File: config.mk
export PLATFORM = sky130hd
export DESIGN_NAME = uart_tx_arbiter
export DESIGN_NICKNAME = d
export VERILOG_FILES = /design/src/rtl/uart_tx_arbiter.sv
export SDC_FILE = /design/constraint.sdc
export NUM_CORES = 1
export LEC_CHECK = 0
export ABC_CLOCK_PERIOD_IN_PS = 3800
export BUFFER_PORTS_ARGS = -buffer_cell sky130_fd_sc_hd__buf_4
export CORE_ASPECT_RATIO = 1.25
export CORE_MARGIN = 2
export CORE_UTILIZATION = 55
export CTS_CLUSTER_DIAMETER = 30
export DETAILED_ROUTE_END_ITERATION = 10
export PLACE_DENSITY = 0.84
export SETUP_SLACK_MARGIN = 0.2
export SLEW_MARGIN = 30
export SYNTH_ARGS = -nofsm -noshare
export SYNTH_HDL_FRONTEND = slang
export SYNTH_SLANG_ARGS = --single-unit
export TNS_END_PERCENT = 50
File: constraint.sdc
create_clock -name clk -period 3.8 [get_ports clk]
set_input_delay 0.19 -clock clk [delete_from_list [all_inputs] [get_ports clk]]
set_output_delay 0.19 -clock clk [all_outputs]
set_load 0.005 [all_outputs]
File: src/rtl/uart_tx_arbiter.sv
// uart_tx_arbiter: round-robin sharing of one UART transmitter, sending 3-byte frames followed by an idle gap
module uart_tx_arbiter #(
    parameter int NUM_REQ    = 2,
    parameter int GAP_CYCLES = 4
) (
    input  logic                    clk,
    input  logic                    rst,
    input  logic [NUM_REQ-1:0]      req,
    input  logic [8*NUM_REQ-1:0]    cmd_in,
    input  logic [16*NUM_REQ-1:0]   data_in,
    output logic [NUM_REQ-1:0]      gnt,
    output logic [NUM_REQ-1:0]      done,
    output logic                    busy,
    output logic                    trmt,
    output logic [7:0]              tx_data,
    input  logic                    tx_done
);
    typedef enum logic [2:0] {IDLE, SEND_CMD, SEND_HI, SEND_LO, GAP} state_t;
    state_t state, state_n;
    logic [1:0] last, last_n, win, win_n, pick, idx;
    logic found;
    logic [7:0] f_cmd, f_cmd_n, f_hi, f_hi_n, f_lo, f_lo_n, gap_cnt, gap_cnt_n, tx_data_n;
    logic [NUM_REQ-1:0] gnt_n, done_n;
    logic trmt_n;
    always_comb begin
        pick  = last;
        found = 1'b0;
        idx   = '0;
        for (int k = NUM_REQ; k >= 1; k--) begin
            idx = 2'((int'(last) + k) % NUM_REQ);
            if (req[idx]) begin
                pick  = idx;
                found = 1'b1;
            end
        end
    end
    always_comb begin
        state_n   = state;
        last_n    = last;
        win_n     = win;
        f_cmd_n   = f_cmd;
        f_hi_n    = f_hi;
        f_lo_n    = f_lo;
        gap_cnt_n = gap_cnt;
        gnt_n     = '0;
        done_n    = '0;
        trmt_n    = 1'b0;
        tx_data_n = tx_data;
        case (state)
            IDLE: if (found) begin
                state_n   = SEND_CMD;
                last_n    = pick;
                win_n     = pick;
                f_cmd_n   = cmd_in[8*pick +: 8];
                f_hi_n    = data_in[16*pick+8 +: 8];
                f_lo_n    = data_in[16*pick +: 8];
                gnt_n     = NUM_REQ'(1) << pick;
                trmt_n    = 1'b1;
                tx_data_n = cmd_in[8*pick +: 8];
            end
            SEND_CMD: if (tx_done) begin
                state_n   = SEND_HI;
                trmt_n    = 1'b1;
                tx_data_n = f_hi;
            end
            SEND_HI: if (tx_done) begin
                state_n   = SEND_LO;
                trmt_n    = 1'b1;
                tx_data_n = f_lo;
            end
            SEND_LO: if (tx_done) begin
                done_n    = NUM_REQ'(1) << win;
                state_n   = (GAP_CYCLES == 0) ? IDLE : GAP;
                gap_cnt_n = (GAP_CYCLES == 0) ? 8'd0 : 8'(GAP_CYCLES - 1);
            end
            GAP: begin
                state_n   = (gap_cnt == 8'd0) ? IDLE : GAP;
                gap_cnt_n = (gap_cnt == 8'd0) ? 8'd0 : gap_cnt - 8'd1;
            end
            default: state_n = IDLE;
        endcase
    end
    always_ff @(posedge clk) begin
        if (rst) begin
            state   <= IDLE;
            last    <= 2'(NUM_REQ - 1);
            win     <= '0;
            f_cmd   <= '0;
            f_hi    <= '0;
            f_lo    <= '0;
            gap_cnt <= '0;
            gnt     <= '0;
            done    <= '0;
            busy    <= 1'b0;
            trmt    <= 1'b0;
            tx_data <= '0;
        end else begin
            state   <= state_n;
            last    <= last_n;
            win     <= win_n;
            f_cmd   <= f_cmd_n;
            f_hi    <= f_hi_n;
            f_lo    <= f_lo_n;
            gap_cnt <= gap_cnt_n;
            gnt     <= gnt_n;
            done    <= done_n;
            busy    <= (state_n != IDLE);
            trmt    <= trmt_n;
            tx_data <= tx_data_n;
        end
    end
endmodule

==> out/results.tsv <==
metric	value	unit
status	complete, no violations	
post_dp_cell_area	2705	um2
numCtsBuffers	5	
ys_top_cells_by_area	dfxtp_1 40%, a311oi_1 6.3%, nor2_1 5.6%, nand2_1 3.9%, nand3_1 3.8%	
routedWlPerCell	14.70	um
cellLeakagePower	1.182	nW
cts_setup_buffers	0	
pin_count	67	
ys.flop_type	dfxtp_1	
synth.top_cell.area_share	39.51	%
fp.dieW	60.95	um
area_growth	26.32	%
multiInputGateArea	1227	um2
final_common_cell	buf_4	
die_area	4583	um2
synthCells	268	
coreArea	3847	um2
cp.arrival	2.23	ns
fin_nets	375	
grt-ovfl-total	0	
yosysSeqAreaShare	39.51	%
grt_pass1_vias	2041	
design_area	2816	um2
setup_viol	0	
n_antenna_cell	0	
cp_cell_sequence	or2_2 > nand2_1 > nand2_1 > a311oi_1	
drc	0	
drv_cap	0	
hold_path_class	in -> reg	
slowest_delay	0.53	ns
seqCellArea	880.8	um2
via_per_inst	5.757	
crit_slowest_cell	or2_2	
drt_pass1_iterations	4	
hpwl	3898	um
ir_drop	0.2959	mV
cts_tree	built	
clockRootBuffer	clkbuf_8	
rsz0062_at_grt	false	
synth_cell_type_count	45	
drive_above_1_share	26.17	%
syn-num-nets	323	
synth_edf_count	0	
powerDensity	445.2	nW/um2
portBuffers	66	
ys_warn_count	0	
slew_headroom	52.53	%
synth-async-reset-ratio	0	%
path_max_fanout	35	
min_period	2.051	ns
synth_top_area_cell	dfxtp_1	
final_cell_mix	68 x buf_4, 44 x dfxtp_1, 33 x nor2_1	
routabilityCongestion	0.8370	
ctsHoldBuffers	0	
postLayoutCoreUtil	73.20	%
setup_tns	0	ns
tightest_slew	0.7022	ns
ys_ff_latch	44	
die_h	75.19	um
fillCellCount	330	
hold_viol_final	0	
clock_sinks	44	
clkSlewWorstSetupHoldPaths	0.08	ns
antenna_found_initial	0	
insertion_delay	0.30	ns
grt_max_degree	37	
syn_area	2230	um2
grt_pass1_wl	9011	um
track_usage	26.32	%
end_kind	flop	
clock_skew	0.006143	ns
drt_wl_total	5511	um
finalCritPeriodShare	53.96	%
drv_slew	0	
h-tree-depth	2	
start_kind	flop	
vias	2159	
rows	25	
cts_buffer_depth	2	
cts.repair.resized	0	
drt_iter0_drc	124	
max_freq	487.7	MHz
crit_top_cell	nand2_1	
worstPathRequired	3.98	ns
crit_type	reg -> reg	
synth_area_per_cell	8.320	um2
start_util	57.95	%
antenna_left	0	
==> critical path, delay by kind of cell (launching register included) <==
kind / cells / cell delay [ns]
simple gates: 3 / 1.20
compound gates: 1 / 0.39
flops: 1 / 0.33
==> where the power goes <==
| group | internal [mW] | total (mW) | leakage, nW | switching, mW |
|---|---|---|---|---|
| clock | 0.194 | 0.354 | 0.0541 | 0.160 |
| sequential | 0.520 | 0.560 | 0.362 | 0.0404 |
| combinational | 0.164 | 0.339 | 0.765 | 0.176 |
| total | 0.878 | 1.25 | 1.18 | 0.376 |
==> kinds of logic after synthesis <==
group | synth area share (%)
simple gates | 24.52
compound gates | 27.83
flops | 39.51
buf+inv | 5.443
xor+xnor | 1.572
fa+ha+maj | 1.122
==> sequential cells by signal (all words and copies together), names as in the netlist <==
name / cells
f_lo: 8
gap_cnt: 8
f_hi: 8
gnt: 2
last: 2
done: 2
tx_data: 8
busy: 1
trmt: 1
win: 1
state: 3
==> synth_stat cells, drive strengths merged, types with 5 or more instances <==
cell     n
nor3     5
clkbuf  17
buf      6
nor2    33
and3     8
inv      5
nand2   23
a311oi  16
a22oi    9
a211oi  12
or3      5
dfxtp   44
o21a     8
nand3   17
o21ai   11
a21boi   9
==> through the flow <==
stage          power, mW  hold WS (ns)  cells  worst slack [ns]
5_1_grt            1.325        0.1632    375             1.632
3_3_place_gp      0.8982        0.4334    367             1.842
2_1_floorplan     0.7836        0.3525    268             2.143
6_report           1.254        0.1593    375             1.749
4_1_cts            1.259        0.1544    375             1.764
3_5_place_dp      0.9071        0.4499    367             1.785
==> worst paths after layout <==
kind	depth (start not counted)	start	slack, ns	endpoint
worst max-delay path	4	last[0]	1.75	f_lo[2]
worst min-delay path	3	data_in[13]	0.16	f_hi[5]
worst max register to register	4	last[0]	1.75	f_lo[2]
worst min register to register	1	win[0]	0.47	done[0]
==> area by class of cell <==
cell class              count  share of cell area [%]
inverters                   5                  0.6664
clock buffers               5                   2.443
multi-input cells         196                   43.58
repair buffers             68                   18.13
well taps                  54                   2.399
clock inverters             3                   1.510
flip-flops and latches     44                   31.28
==> layer usage <==
layer	track usage [%]	share of wire [%]	up-vias
met5	0	0	-
met4	11.84	1.7	0
met3	5.498	4.4	11
met2	46.12	54	67
met1	30.34	40	992
li1	-	-	1089
Note: power is estimated with default switching activity, not from simulation.
